[config.mk]
export PLATFORM = sky130hd
export DESIGN_NAME = lcd_spi_engine_flat
export DESIGN_NICKNAME = d
export VERILOG_FILES = /design/src/rtl/lcd_spi_engine_pkg.sv /design/src/rtl/lcd_spi_engine_if.sv /design/src/rtl/lcd_spi_engine_fifo.sv /design/src/rtl/lcd_spi_engine.sv /design/src/flat_wrapper.sv
export SDC_FILE = /design/constraint.sdc
export NUM_CORES = 1
export LEC_CHECK = 0
export CAP_MARGIN = 25
export CORE_MARGIN = 2
export CORE_UTILIZATION = 50
export DETAILED_ROUTE_END_ITERATION = 8
export PLACE_DENSITY = 0.68
export RECOVER_POWER = 100
export SLEW_MARGIN = 20
export SYNTH_ARGS = -nofsm -noshare
export SYNTH_HDL_FRONTEND = slang
export SYNTH_HIERARCHICAL = 1
export SYNTH_SLANG_ARGS = --single-unit
[constraint.sdc]
create_clock -name clk -period 2.58 [get_ports clk]
set_clock_uncertainty 0.15 [all_clocks]
set_input_delay 0.516 -clock clk [delete_from_list [all_inputs] [get_ports clk]]
set_output_delay 0.516 -clock clk [all_outputs]
set_load 0.02 [all_outputs]
[src/rtl/lcd_spi_engine_pkg.sv]
// lcd_pkg: shared types and constants for the ST7789 SPI write engine and the
// init/pixel sequencers that feed it.
//   - lcd_state_e : engine FSM states
//   - lcd_word_t  : FIFO word {wide, dc, data}
//   - LCD_OP_*    : ST7789 opcodes for upstream sequencers
//   - LCD_*_DEF   : default timing for a 3.4 MHz system clock
package lcd_pkg;

  typedef enum logic [2:0] {
    ST_RST_LOW,
    ST_RST_WAIT,
    ST_IDLE,
    ST_LOAD,
    ST_SHIFT,
    ST_GAP
  } lcd_state_e;

  typedef struct packed {
    logic        wide;  // 1: 16-bit frame, 0: 8-bit frame
    logic        dc;    // 0: command, 1: data
    logic [15:0] data;
  } lcd_word_t;

  localparam int LCD_WORD_W = $bits(lcd_word_t);

  localparam logic [7:0] LCD_OP_SWRESET = 8'h01;
  localparam logic [7:0] LCD_OP_SLPOUT  = 8'h11;
  localparam logic [7:0] LCD_OP_COLMOD  = 8'h3A;
  localparam logic [7:0] LCD_OP_MADCTL  = 8'h36;
  localparam logic [7:0] LCD_OP_CASET   = 8'h2A;
  localparam logic [7:0] LCD_OP_RASET   = 8'h2B;
  localparam logic [7:0] LCD_OP_RAMWR   = 8'h2C;
  localparam logic [7:0] LCD_OP_DISPON  = 8'h29;

  localparam int LCD_CLK_DIV_DEF    = 2;
  localparam int LCD_FIFO_DEPTH_DEF = 4;
  localparam int LCD_RST_LOW_DEF    = 34;      // 10 us
  localparam int LCD_RST_WAIT_DEF   = 408000;  // 120 ms
  localparam int LCD_CS_IDLE_DEF    = 2;

  // Left-justify the payload so the first bit on the wire is always bit 15.
  function automatic logic [15:0] lcd_align(input lcd_word_t w);
    return w.wide ? w.data : {w.data[7:0], 8'h00};
  endfunction

endpackage

[src/rtl/lcd_spi_engine_if.sv]
// lcd_spi_engine_if: valid/ready word stream into the SPI engine.
//   in_valid/in_ready : handshake, transfer when both high at a clk edge
//   in_data           : payload, MSB first ([7:0] only for 8-bit frames)
//   in_dc             : driven onto lcd_rs for the frame
//   in_wide           : 1 = 16-bit frame, 0 = 8-bit frame
// master = upstream sequencer, slave = engine.
interface lcd_spi_engine_if;
  logic        in_valid;
  logic        in_ready;
  logic [15:0] in_data;
  logic        in_dc;
  logic        in_wide;

  modport master (output in_valid, output in_data, output in_dc, output in_wide,
                  input  in_ready);
  modport slave  (input  in_valid, input  in_data, input  in_dc, input  in_wide,
                  output in_ready);
endinterface

[src/rtl/lcd_spi_engine_fifo.sv]
// lcd_word_fifo: synchronous FIFO holding {wide, dc, data} words.
//   clk, rst      : clock, async active-low reset (flushes contents)
//   push_i/wdata_i: write, ignored when full
//   pop_i/rdata_o : read, rdata_o is the head word (valid when !empty_o)
//   full_o/empty_o: registered-count status flags
module lcd_word_fifo #(
  parameter int DEPTH = 4,   // power of 2, >= 2
  parameter int W     = 18
) (
  input  logic         clk,
  input  logic         rst,
  input  logic         push_i,
  input  logic [W-1:0] wdata_i,
  input  logic         pop_i,
  output logic [W-1:0] rdata_o,
  output logic         full_o,
  output logic         empty_o
);
  localparam int AW = $clog2(DEPTH);

  logic [W-1:0]  mem_q [DEPTH];
  logic [AW-1:0] wr_q, rd_q;
  logic [AW:0]   cnt_q;
  logic          do_push, do_pop;

  assign full_o  = (cnt_q == (AW+1)'(DEPTH));
  assign empty_o = (cnt_q == '0);
  assign do_push = push_i && !full_o;
  assign do_pop  = pop_i && !empty_o;
  assign rdata_o = mem_q[rd_q];

  always_ff @(posedge clk or negedge rst) begin
    if (!rst) begin
      wr_q  <= '0;
      rd_q  <= '0;
      cnt_q <= '0;
    end else begin
      if (do_push) wr_q <= wr_q + AW'(1);
      if (do_pop)  rd_q <= rd_q + AW'(1);
      if (do_push && !do_pop)      cnt_q <= cnt_q + (AW+1)'(1);
      else if (do_pop && !do_push) cnt_q <= cnt_q - (AW+1)'(1);
    end
  end

  // Storage needs no reset: pointers define what is valid.
  always_ff @(posedge clk) begin
    if (do_push) mem_q[wr_q] <= wdata_i;
  end

endmodule

[src/rtl/lcd_spi_engine.sv]
// lcd_spi_engine: 4-wire SPI write engine for ST7789 panels.
// Runs the panel hardware-reset sequence, then serialises buffered
// command/data words as 8- or 16-bit mode-0 frames.
//   clk, rst   : system clock, async active-low reset
//   in_if      : word stream (slave side)
//   busy       : FIFO non-empty or frame/gap in progress
//   init_done  : panel reset sequence complete (sticky)
//   lcd_rst    : panel reset, active-low
//   lcd_rs     : D/C select, held for the whole frame
//   lcd_sd     : serial data, changes on SCK falling edge
//   lcd_sck    : serial clock, idle low
//   lcd_cs     : chip select, active-low, held across back-to-back frames
module lcd_spi_engine
  import lcd_pkg::*;
#(
  parameter int CLK_DIV         = LCD_CLK_DIV_DEF,
  parameter int FIFO_DEPTH      = LCD_FIFO_DEPTH_DEF,
  parameter int RST_LOW_CYCLES  = LCD_RST_LOW_DEF,
  parameter int RST_WAIT_CYCLES = LCD_RST_WAIT_DEF,
  parameter int CS_IDLE_CYCLES  = LCD_CS_IDLE_DEF
) (
  input  logic              clk,
  input  logic              rst,
  lcd_spi_engine_if.slave   in_if,
  output logic              busy,
  output logic              init_done,
  output logic              lcd_rst,
  output logic              lcd_rs,
  output logic              lcd_sd,
  output logic              lcd_sck,
  output logic              lcd_cs
);
  // One timer serves the reset phases and the CS hold; sized for the longest.
  localparam int TMR_MAX = (RST_WAIT_CYCLES > RST_LOW_CYCLES)
                         ? ((RST_WAIT_CYCLES > CS_IDLE_CYCLES) ? RST_WAIT_CYCLES : CS_IDLE_CYCLES)
                         : ((RST_LOW_CYCLES  > CS_IDLE_CYCLES) ? RST_LOW_CYCLES  : CS_IDLE_CYCLES);
  localparam int TW    = $clog2(TMR_MAX + 1);
  localparam int DIV_W = (CLK_DIV > 1) ? $clog2(CLK_DIV) : 1;

  localparam logic [TW-1:0]    LOW_LAST  = TW'(RST_LOW_CYCLES - 1);
  localparam logic [TW-1:0]    WAIT_LAST = TW'(RST_WAIT_CYCLES - 1);
  localparam logic [TW-1:0]    GAP_LAST  = TW'(CS_IDLE_CYCLES - 1);
  localparam logic [TW-1:0]    TMR_SAT   = TW'(TMR_MAX);
  localparam logic [DIV_W-1:0] DIV_LAST  = DIV_W'(CLK_DIV - 1);

  lcd_state_e       state_q, state_d;
  logic [TW-1:0]    tmr_q, tmr_d;
  logic [DIV_W-1:0] div_q, div_d;
  logic [4:0]       bits_q, bits_d;
  logic [14:0]      sh_q, sh_d;     // bits still to send after the one on lcd_sd
  logic             sd_q, sd_d;
  logic             rs_q, rs_d;
  logic             cs_q, cs_d;
  logic             sck_q, sck_d;
  logic             lrst_q, lrst_d;
  logic             init_q, init_d;

  lcd_word_t        head;
  logic [15:0]      aligned;
  logic             fifo_full, fifo_empty, push, pop;
  logic             div_hit, frame_end;

  // FIFO
  assign push = in_if.in_valid && in_if.in_ready;

  lcd_word_fifo #(.DEPTH(FIFO_DEPTH), .W(LCD_WORD_W)) u_fifo (
    .clk     (clk),
    .rst     (rst),
    .push_i  (push),
    .wdata_i ({in_if.in_wide, in_if.in_dc, in_if.in_data}),
    .pop_i   (pop),
    .rdata_o (head),
    .full_o  (fifo_full),
    .empty_o (fifo_empty)
  );

  assign aligned   = lcd_align(head);
  assign div_hit   = (div_q == DIV_LAST);
  // Last bit ends on the falling edge of its SCK period.
  assign frame_end = sck_q && div_hit && (bits_q == 5'd1);

  // Decoded from flops only: no combinational path from inputs.
  assign in_if.in_ready = init_q && !fifo_full;
  assign busy = (state_q == ST_LOAD) || (state_q == ST_SHIFT) ||
                (state_q == ST_GAP)  || !fifo_empty;

  assign init_done = init_q;
  assign lcd_rst   = lrst_q;
  assign lcd_rs    = rs_q;
  assign lcd_sd    = sd_q;
  assign lcd_sck   = sck_q;
  assign lcd_cs    = cs_q;

  // State register
  always_ff @(posedge clk or negedge rst) begin
    if (!rst) begin
      state_q <= ST_RST_LOW;
      tmr_q   <= '0;
      div_q   <= '0;
      bits_q  <= '0;
      sh_q    <= '0;
      sd_q    <= 1'b0;
      rs_q    <= 1'b0;
      cs_q    <= 1'b1;
      sck_q   <= 1'b0;
      lrst_q  <= 1'b0;
      init_q  <= 1'b0;
    end else begin
      state_q <= state_d;
      tmr_q   <= tmr_d;
      div_q   <= div_d;
      bits_q  <= bits_d;
      sh_q    <= sh_d;
      sd_q    <= sd_d;
      rs_q    <= rs_d;
      cs_q    <= cs_d;
      sck_q   <= sck_d;
      lrst_q  <= lrst_d;
      init_q  <= init_d;
    end
  end

  // Next state
  always_comb begin
    state_d = state_q;
    unique case (state_q)
      ST_RST_LOW:  if (tmr_q == LOW_LAST)  state_d = ST_RST_WAIT;
      ST_RST_WAIT: if (tmr_q == WAIT_LAST) state_d = ST_IDLE;
      ST_IDLE:     if (!fifo_empty)        state_d = ST_LOAD;
      ST_LOAD:                             state_d = ST_SHIFT;
      ST_SHIFT:    if (frame_end)          state_d = fifo_empty ? ST_GAP : ST_LOAD;
      ST_GAP: begin
        // A new word wins over the CS-release timeout.
        if (!fifo_empty)            state_d = ST_LOAD;
        else if (tmr_q == GAP_LAST) state_d = ST_IDLE;
      end
      default:                             state_d = ST_RST_LOW;
    endcase
  end

  // Outputs / datapath
  always_comb begin
    tmr_d  = (state_d != state_q) ? '0 : ((tmr_q == TMR_SAT) ? tmr_q : tmr_q + TW'(1));
    div_d  = div_q;
    bits_d = bits_q;
    sh_d   = sh_q;
    sd_d   = sd_q;
    rs_d   = rs_q;
    cs_d   = cs_q;
    sck_d  = sck_q;
    lrst_d = lrst_q;
    init_d = init_q;
    pop    = 1'b0;
    unique case (state_q)
      ST_RST_LOW:  if (tmr_q == LOW_LAST)  lrst_d = 1'b1;
      ST_RST_WAIT: if (tmr_q == WAIT_LAST) init_d = 1'b1;
      ST_LOAD: begin
        pop    = 1'b1;
        sd_d   = aligned[15];
        sh_d   = aligned[14:0];
        bits_d = head.wide ? 5'd16 : 5'd8;
        rs_d   = head.dc;
        cs_d   = 1'b0;
        sck_d  = 1'b0;
        div_d  = '0;
      end
      ST_SHIFT: begin
        if (div_hit) begin
          div_d = '0;
          sck_d = !sck_q;
          if (sck_q) begin
            // Falling edge: present the next bit.
            sd_d   = sh_q[14];
            sh_d   = {sh_q[13:0], 1'b0};
            bits_d = bits_q - 5'd1;
          end
        end else begin
          div_d = div_q + DIV_W'(1);
        end
      end
      ST_GAP: if (fifo_empty && (tmr_q == GAP_LAST)) cs_d = 1'b1;
      default: ;
    endcase
  end

endmodule

[src/flat_wrapper.sv]
// flat-port wrapper written by rule: the top's interface ports become plain ports
module lcd_spi_engine_flat import lcd_pkg::*;
#(
  parameter int CLK_DIV         = LCD_CLK_DIV_DEF,
  parameter int FIFO_DEPTH      = LCD_FIFO_DEPTH_DEF,
  parameter int RST_LOW_CYCLES  = LCD_RST_LOW_DEF,
  parameter int RST_WAIT_CYCLES = LCD_RST_WAIT_DEF,
  parameter int CS_IDLE_CYCLES  = LCD_CS_IDLE_DEF
)
  (clk, rst, busy, init_done, lcd_rst, lcd_rs, lcd_sd, lcd_sck, lcd_cs, in_if_in_valid, in_if_in_data, in_if_in_dc, in_if_in_wide, in_if_in_ready);
  lcd_spi_engine_if in_if_i ();
  input  logic clk;
  input  logic rst;
  output logic busy;
  output logic init_done;
  output logic lcd_rst;
  output logic lcd_rs;
  output logic lcd_sd;
  output logic lcd_sck;
  output logic lcd_cs;
  input wire logic [$bits(in_if_i.in_valid)-1:0] in_if_in_valid;
  input wire logic [$bits(in_if_i.in_data)-1:0] in_if_in_data;
  input wire logic [$bits(in_if_i.in_dc)-1:0] in_if_in_dc;
  input wire logic [$bits(in_if_i.in_wide)-1:0] in_if_in_wide;
  output wire logic [$bits(in_if_i.in_ready)-1:0] in_if_in_ready;
  assign in_if_i.in_valid = in_if_in_valid;
  assign in_if_i.in_data = in_if_in_data;
  assign in_if_i.in_dc = in_if_in_dc;
  assign in_if_i.in_wide = in_if_in_wide;
  assign in_if_in_ready = in_if_i.in_ready;
  lcd_spi_engine #(.CLK_DIV(CLK_DIV), .FIFO_DEPTH(FIFO_DEPTH), .RST_LOW_CYCLES(RST_LOW_CYCLES), .RST_WAIT_CYCLES(RST_WAIT_CYCLES), .CS_IDLE_CYCLES(CS_IDLE_CYCLES)) u_core (.clk(clk), .rst(rst), .in_if(in_if_i), .busy(busy), .init_done(init_done), .lcd_rst(lcd_rst), .lcd_rs(lcd_rs), .lcd_sd(lcd_sd), .lcd_sck(lcd_sck), .lcd_cs(lcd_cs));
endmodule
=== Yosys cells after proc, flatten, opt, wreduce, memory -nomap -nowiden ===
Memory sizes are Yosys's and may differ from the RTL's.
Index checks and enable logic that the tools add are counted.

* Shifts and indexed selects: 0
* $mul: 0
* $add $sub $neg: 7
* Reduce and logical (&&, ||, !) cells: 27
* Bitwise gates (word level): 0
* Divide/modulo/power cells: 0
* Equal/unequal tests: 16
* Mux-type cells: 32
* Magnitude comparators: 0

{| class="wikitable"
|+ Operators with widths
! kind !! number
|-
| == test 19 bit, second input constant || 2
|-
| two-way mux 19 bit || 2
|-
| two-way mux 15 bit || 2
|-
| case mux 15 bit (2 select lines) || 1
|-
| two-way mux 3 bit || 9
|-
| adder 19 x 1 -> 19 bit, second input constant || 1
|-
| == test 19 x 1 -> 1 bit, second input constant || 1
|-
| == test 19 x 6 -> 1 bit, second input constant || 1
|-
| case mux 3 bit (6 select lines) || 1
|-
| two-way mux 16 bit || 1
|-
| two-way mux 5 bit || 3
|-
| case mux 5 bit (2 select lines) || 1
|-
| == test 3 bit, second input constant || 3
|-
| logical AND 1 bit || 9
|-
| two-way mux 1 bit || 8
|-
| case mux 1 bit (2 select lines) || 4
|-
| AND reduction 2 bit || 4
|-
| == test 3 x 2 -> 1 bit, second input constant || 2
|-
| zero test 3 bit || 2
|-
| inequality test 2 x 1 -> 1 bit, second input constant || 3
|-
| nonzero test 2 bit || 3
|-
| == test 5 x 1 -> 1 bit, second input constant || 1
|-
| zero test 1 bit || 5
|-
| subtractor 5 x 1 -> 5 bit, second input constant || 1
|-
| 9 further kinds || 12
|}

* Bits in writable memories: 72
* Output and inout bits: 8
* Bits in read-only memories: 0
* Memories kept: 1
* Latch bits: 0
* Input bits: 21
* Logic and storage cells: 97
* Flip-flop bits (word level): 56

{| class="wikitable"
|+ Memory list
! memory !! depth !! bits a word !! read ports !! clocked after memory_dff !! write ports !! line !! source
|-
| u_core.u_fifo.mem_q || 4 || 18 || 1 || 0 || 1 || lcd_spi_engine_fifo.sv:21 || <nowiki>logic [W-1:0] mem_q [DEPTH];</nowiki>
|}

=== Logic depth before layout (Yosys ltp) ===
* Word-level depth: 9
* Depth in mapped cells: 11
* Mapped depth without buffers: 10

=== Cells and area by module ===
The synthesis kept the hierarchy.

{| class="wikitable"
|+ Modules (own cells, without submodules)
! module !! area an instance (um^2) !! cells each !! times used
|-
| lcd_word_fifo || 3015.4 || 130 || 1
|-
| lcd_spi_engine || 2673.8 || 296 || 1
|}

=== Least setup slack after synthesis ===
No wires, ideal clock.

* Kind: reg-to-reg
* Start: reg u_core.u_fifo.cnt_q[2]
* End: reg u_core.u_fifo.cnt_q[2]
* Data required time: 2351 ps
* Period minus slack after synthesis: 2511 ps
* Stages on the path, launching flop included: 12
* Buffers on the path: 1
* Arrival: 2281 ps
* Slack: 69 ps
* Path through: dfrtp_1 -> nor3b_2 -> nor2b_1 -> and2_1 -> nor2b_1 -> buf_6 -> ha_1 -> inv_1 -> fa_1 -> xor2_1 -> nor2_1 -> xor2_1

* Word-level cells in the longest chain between the ends: 8
* Elaborated cells on any way between the ends: 17
* Those cells by class: 2 x add/sub; 1 x eq/ne; 2 x mux; 12 x reduce/logical

{| class="wikitable"
|+ Ends and longest elaborated chain
! element !! line !! source
|-
| from (decl) || lcd_spi_engine_fifo.sv:23 || <nowiki>logic [AW:0] cnt_q;</nowiki>
|-
| from (signal assigned) || lcd_spi_engine_fifo.sv:40 || <nowiki>if (do_push && !do_pop) cnt_q <= cnt_q + (AW+1)'(1);</nowiki>
|-
| from (signal assigned) || lcd_spi_engine_fifo.sv:41 || <nowiki>else if (do_pop && !do_push) cnt_q <= cnt_q - (AW+1)'(1);</nowiki>
|-
| == test 3 bit * || lcd_spi_engine_fifo.sv:26 || <nowiki>assign full_o = (cnt_q == (AW+1)'(DEPTH));</nowiki>
|-
| via u_core.fifo_full || lcd_spi_engine.sv:60 || <nowiki>logic fifo_full, fifo_empty, push, pop;</nowiki>
|-
| zero test 1 bit * || lcd_spi_engine.sv:83 || <nowiki>assign in_if.in_ready = init_q && !fifo_full;</nowiki>
|-
| logical AND 1 bit * || lcd_spi_engine.sv:83 ||
|-
| via in_if_in_ready || flat_wrapper.sv:25 || <nowiki>output wire logic [$bits(in_if_i.in_ready)-1:0] in_if_in_ready;</nowiki>
|-
| logical AND 1 bit * || lcd_spi_engine.sv:64 || <nowiki>assign push = in_if.in_valid && in_if.in_ready;</nowiki>
|-
| via u_core.push || lcd_spi_engine.sv:60 ||
|-
| logical AND 1 bit * || lcd_spi_engine_fifo.sv:28 || <nowiki>assign do_push = push_i && !full_o;</nowiki>
|-
| via u_core.u_fifo.do_push || lcd_spi_engine_fifo.sv:24 || <nowiki>logic do_push, do_pop;</nowiki>
|-
| zero test 1 bit || lcd_spi_engine_fifo.sv:41 ||
|-
| logical AND 1 bit || lcd_spi_engine_fifo.sv:41 ||
|-
| nonzero test 2 bit (no line) || n/a ||
|}

Mark *: on every way through the listed nets, which the timed path passes. The rest lies on a longest branch. The select of a mux whose other input is x is not followed.
A chain may end at the register's enable or synchronous reset.

=== Final worst setup path ===
* Start: reg u_core.u_fifo.cnt_q[0]
* End: out busy

* Word-level cells in the longest chain between the ends: 3

{| class="wikitable"
|+ Ends and longest elaborated chain
! element !! line !! source
|-
| zero test 3 bit || lcd_spi_engine_fifo.sv:27 || <nowiki>assign empty_o = (cnt_q == '0);</nowiki>
|-
| via u_core.fifo_empty || lcd_spi_engine.sv:60 ||
|-
| zero test 1 bit || lcd_spi_engine.sv:85 || <nowiki>(state_q == ST_GAP) || !fifo_empty;</nowiki>
|-
| logical OR 1 bit || lcd_spi_engine.sv:85 ||
|-
| to (decl) || flat_wrapper.sv:14 || <nowiki>output logic busy;</nowiki>
|}

The timed path passes the listed nets, and every way through them passes these cells.

==> reports/results.ini <==
[power_and_ir_drop]
seq_power_share = 0.460
clock_power_share = 0.528
swShare = 0.202
ir_drop_mv = 0.646
p_per_area_nw_per_um2 = 694
combPwrFrac = 0.012
p_int_uw = 3750
switchingPower_uw = 952
cellLeakagePower_uw = 0.00264

[timing]
slew_viol_final = 27
rsz0062_at_grt = false
layout_min_cycle_time_ps = 2460
fmax_ghz = 0.406
fin_crit_sh = 0.955
relSlewSlack = -0.00367
tns_ps = 0
hold_viol_final = 0
setup_viol = 0
tightest_slew_ps = 1510

[global_routing]
grt_pass1_wl_um = 18500
overflow = 0
busiest_layer = met2
gr-usage-met3 = 0.0536
grtUsageTotal = 0.192
grt_use_met2 = 0.311
grt_max_degree = 28
grt_pass1_vias = 3723
antenna_found_initial = 0
use_met1 = 0.252

[routing]
dr.pass1.iters = 4
drc = 0
dr_total_vias = 3528
postRouteAntennaNets = 0
avgRoutedWirePerCell_um = 17.4
drt_iter0_drc = 249
via_per_inst = 5.64
drt-total-wl_um = 10900

[worst_hold_path]
min_from = u_core/lcd_rst
min_path_cells = 1
hold_path.class = reg2reg
hold_path_end = u_core/lcd_rst

[finish]
final_cell_mix = edfxtp_1 (72), dfrtp_1 (55), nand2_1 (42), nor2_1 (35), o21ai_0 (27)
num_antenna_cells = 0
fin_nets = 504
drive_gt1_frac = 0.155
n_fill_cell = 828
finalInstanceArea_sq_um = 6780
final_common_cell = edfxtp_1
final_cell_count_no_fill = 625
area_growth_pct = 19.1

[run]
cap_violations = 1

[cts]
cts_buffers = 17
cts_root_buf = clkbuf_16
clk_pin_slew_ps = 60
cts.path.max_buffers = 2
cts_tree = done
post_cts_buffers = 0
clock-sinks = 128
htree_levels = 4
insertion_delay_ps = 420

[placement]
port_buffers = 28
dp_hpwl_um = 7010
gp_congestion = 0.841
placed_cells = 592
placed_cell_area_sq_um = 6230

[worst_setup_path]
cp-end-kind = output port
reg2reg_depth = 8
required_ps = 1910
cp_slowest_stage_delay_ps = 440
worst-setup-path-type = reg2out
reg2reg_from = u_core/u_fifo/cnt_q[0]
worstPathMaxFanout = 6
crit_chain = or3_4, inv_2, nand3_1, dlygate4sd2_1
arrival_ps = 1800
worst_setup_path_start_kind = flop
cp-startpoint = u_core/u_fifo/cnt_q[0]
reg2reg_setup_slack_ps = 230
timing.rr.end = u_core/u_fifo/cnt_q[1]
slowest_stage = dfrtp_1

[floorplan]
die_h_um = 111
pin_count = 29
dieArea_sq_um = 12200
rows = 38
coreArea_sq_um = 11000
start_util = 0.518
die_w_um = 111

[synthesis]
yosysTopAreaCell = edfxtp_1
synth.distinct_cells = 56
yosys-top-cells-area = edfxtp_1 (38%), dfrtp_1 (24%), mux4_2 (7.1%)
synth.avg_cell_area_sq_um = 13.4
syn_nets = 458
synthCells = 426
synth_edf_count = 72
synth_seq_area_share = 0.627
synth_top_area_frac = 0.380
ys_async_sr_fraction = 0.438
synth_warnings = 6
ys_ff_latch = 128
syn-cell-area_sq_um = 5690
synth_ff_type = edfxtp_1

[status]
status = finished with violations
violations = capacitance limit, slew limit

==> flip-flops by register name, indices dropped and copies added (netlist names) <==
| signal | flops |
|---|---|
| u_core/sh_q | 15 |
| u_core/init_done | 1 |
| u_core/u_fifo/cnt_q | 3 |
| u_core/lcd_sd | 1 |
| u_core/lcd_cs | 1 |
| u_core/lcd_rst | 1 |
| u_core/bits_q | 5 |
| u_core/lcd_sck | 1 |
| u_core/tmr_q | 19 |
| u_core/u_fifo/wr_q | 2 |
| u_core/state_q | 3 |
| u_core/lcd_rs | 1 |
| u_core/u_fifo/mem_q | 72 |
| u_core/div_hit | 1 |
| u_core/u_fifo/rd_q | 2 |
==> synth_stat cells (3+ instances only) <==
cell type / instances
edfxtp_1: 72
inv_1: 12
or3_1: 3
and2_1: 6
a31oi_1: 7
ha_1: 10
buf_2: 5
and3_1: 6
xnor2_1: 13
nand2b_1: 4
or3b_2: 3
xor2_1: 11
nand3_1: 20
mux4_2: 18
nor4_1: 3
o21ai_0: 26
mux2i_1: 9
nand2_1: 42
dfrtp_1: 55
clkbuf_1: 8
nor3_1: 6
nor2_1: 35
a21oi_1: 7
nor2b_1: 4
==> cell families (layout without fill, tap and decap cells) <==
group                    count (synthesis)  count (layout)  synth area share
adder cells (fa/ha/maj)                 11              11            0.0255
AO/OA/AOI/OAI                           57              57            0.0640
multiplexers                            30              30            0.0937
XOR/XNOR                                24              24            0.0369
buffers and inverters                   30              89            0.0242
AND/OR/NAND/NOR                        146             146             0.129
flip-flops                             128             128             0.627
==> worst max-delay path, delay by kind of cell, from the launching register on <==
| kind | cells | cell delay, ps |
|---|---|---|
| and+or+nand+nor | 2 | 500 |
| buffers and inverters | 2 | 430 |
| DFF | 1 | 440 |
==> power groups by stage <==
stage / Combinational (uW) / Clock (uW) / Sequential [uW]
3_3_place_gp: 59.4 / 0 / 2210
3_5_place_dp: 61.5 / 0 / 2210
6_report: 54.9 / 2480 / 2170
5_1_grt: 62.5 / 2630 / 2160
4_1_cts: 62.8 / 2530 / 2160
2_1_floorplan: 0.0121 / 0 / 2210
==> layer usage <==
| metal | up-vias | share of wire |
|---|---|---|
| li1 | 1665 | - |
| met1 | 1778 | 0.45 |
| met2 | 77 | 0.50 |
| met3 | 8 | 0.037 |
| met4 | 0 | 0.0072 |
| met5 | - | 0 |
==> timing repair <==
item                       in CTS  in global routing
hold endpoints to repair       24                  0
hold buffers                    1                  0
setup endpoints to repair       1                  1
gates resized for setup         2                  1
==> area by class of cell <==
type	count	area (sq um)	area share
Timing Repair Buffer	45	390	0.0576
Multi-Input combinational cell	268	1980	0.293
Clock inverter	13	176	0.0260
Tap cell	140	175	0.0258
Sequential cell	128	3560	0.526
Clock buffer	19	443	0.0653
Inverter	12	45.0	0.00665
==> stage by stage <==
step	util	hold slack, ps	total power, uW	worst slack (ps)
5_1_grt	0.617	336	4860	14.6
3_3_place_gp	0.567	293	2260	79.1
3_5_place_dp	0.567	304	2270	23.1
4_1_cts	0.624	321	4760	43.7
2_1_floorplan	-	70.4	2210	69.5
6_report	0.617	308	4700	116
==> worst max-delay path by stage <==
stage               cells after the start                     end
global route                            3        u_core/tmr_q[18]
floorplan                              11  u_core/u_fifo/cnt_q[2]
detailed placement                      9  u_core/u_fifo/cnt_q[2]
CTS                                     4                    busy
finish                                  4                    busy
global placement                        9  u_core/u_fifo/cnt_q[2]
Power figures use the tool's default switching activity.
==> edit (same flow settings) <==
Set the package constant `LCD_FIFO_DEPTH_DEF` to 16 (it was 4).
--- a/src/rtl/lcd_spi_engine_pkg.sv
+++ b/src/rtl/lcd_spi_engine_pkg.sv
@@ -34,5 +34,5 @@
 
   localparam int LCD_CLK_DIV_DEF    = 2;
-  localparam int LCD_FIFO_DEPTH_DEF = 4;
+  localparam int LCD_FIFO_DEPTH_DEF = 16;
   localparam int LCD_RST_LOW_DEF    = 34;      // 10 us
   localparam int LCD_RST_WAIT_DEF   = 408000;  // 120 ms
Behaviour: no difference found for any inputs over 10 cycles, from zero or initial values and one cycle with rst low; that may be too few to reach the edited logic, so the function may still have changed.
==> edit against the original RTL <==
The run ends with capacitance limit, slew limit, setup timing left. Power grew 130%. Synthesized cell count grew 110%. Cell count grew 130%. Register-to-register slack lost 290 ps. Combinational power grew 84%. Wire length grew to 3.0 times the old value. Global-route usage grew 2.3 points. Cell area grew to 2.6 times the old value. Sequential cell count grew 222. Worst setup slack lost 180 ps. Critical path depth grew 6. Utilization shrank 1.2 points. Area after synthesis grew to 2.6 times the old value. Highest routed layer is now met5.
==> edit: results (changes against the original RTL) <==
[cells_and_area]
num-clock-buffers=53  ; was 19
signal_buffers=150  ; was 45
sh_seq_area_pct=58.92  ; was 52.59%
drive_gt1_share_pct=23.81  ; was 15.46%
multi_input_area_share_pct=24.25  ; was 29.26%
seq_cells=350  ; was 128
multi_input_gates=495  ; was 268

[drt]
routedLengthMet1_um=13680  ; was 4954 um
route.met3.wl_um=1790  ; was 398 um
wl_per_cell_um=22.31  ; was 17.43 um

[timing]
finalMaxSlewViolations=63  ; was 27
setup_viol=12  ; was 0
setup_ws_ps=-63.35  ; was 115.5 ps

[run_status]
outcome=finished, violations left  ; unchanged
violations=capacitance limit, slew limit, setup timing  ; was capacitance limit, slew limit

[logic_synthesis]
synthesis.area_sq_mm=0.01452  ; was 0.005689 sq mm
synthTopCellsByArea=edfxtp_1 60%, dfrtp_1 11%, mux2i_1 5.7%, mux4_2 5.6%, a221oi_1 1.9%  ; was edfxtp_1 38%, dfrtp_1 24%, mux4_2 7.1%, nand2_1 2.8%, nor2_1 2.3%
synth_cell_types=61  ; was 56

[run]
maxCapViolations=1  ; unchanged

[place]
hpwl_um=20630  ; was 7009 um
dp.cells=1377  ; was 592

[clocking]
numCtsBuffers=37  ; was 17

[pwr]
p_int_mw=8.848  ; was 3.753 mW

[global_routing]
grt_pass1_vias=8464  ; was 3723

[critical_path]
cpMaxStageDelayCell=or4_4  ; was dfrtp_1

## edit: cell types whose count changed after synthesis, sizes merged, moves of 5 or more
| cell | change |
|---|---|
| a221oi | +36 |
| a22oi | +18 |
| buf | +22 |
| clkbuf | +5 |
| dfrtp | +6 |
| edfxtp | +216 |
| mux2i | +73 |
| mux4 | +18 |
| nand2 | +29 |
| nor2 | +14 |
| o21ai | +21 |
| xnor2 | +5 |
## edit: path summary, 6_finish.rpt
path / start / end / slack [ps] / cells past startpoint
setup / recovery: u_core/u_fifo/cnt_q[1] / u_core/u_fifo/cnt_q[4] / -60 / 10
hold / removal: u_core/lcd_rst / u_core/lcd_rst / 310 / 1
setup reg to reg: u_core/u_fifo/cnt_q[1] / u_core/u_fifo/cnt_q[4] / -60 / 10
hold reg to reg: u_core/lcd_rst / u_core/lcd_rst / 310 / 1
max in group asynchronous: rst / u_core/u_fifo/rd_q[0] / 260 / 3
min in group asynchronous: rst / u_core/bits_q[0] / 860 / 3
## edit: cells by family (layout without fill, tap and decap cells)
kind of cell,count (synthesis),after routing,share of synthesized area (%)
buf+inv,58,230,2.180
fa+ha+maj,15,15,1.344
compound gates,138,138,6.849
flops,350,350,70.24
xor+xnor,28,28,1.688
mux,120,120,11.39
simple gates,194,194,6.315
## edit: timing repair
item | 4_1_cts | 5_1_grt
cloned | 0 | 3
pin swaps | 13 | 19
buffers inserted | 3 | 12
resized for setup | 23 | 32
hold buffers | 1 | 0
setup endpoints to repair | 4 | 76
endpoints found under the hold margin | 61 | 0
## edit: power by group through the flow
stage	Combinational, mW	Sequential [mW]	Clock [mW]
4_1_cts	0.113	6.12	4.89
3_3_place_gp	0.109	6.24	0
5_1_grt	0.117	6.12	5.13
3_5_place_dp	0.112	6.24	0
6_report	0.101	6.12	4.80
2_1_floorplan	0.00000155	6.24	0
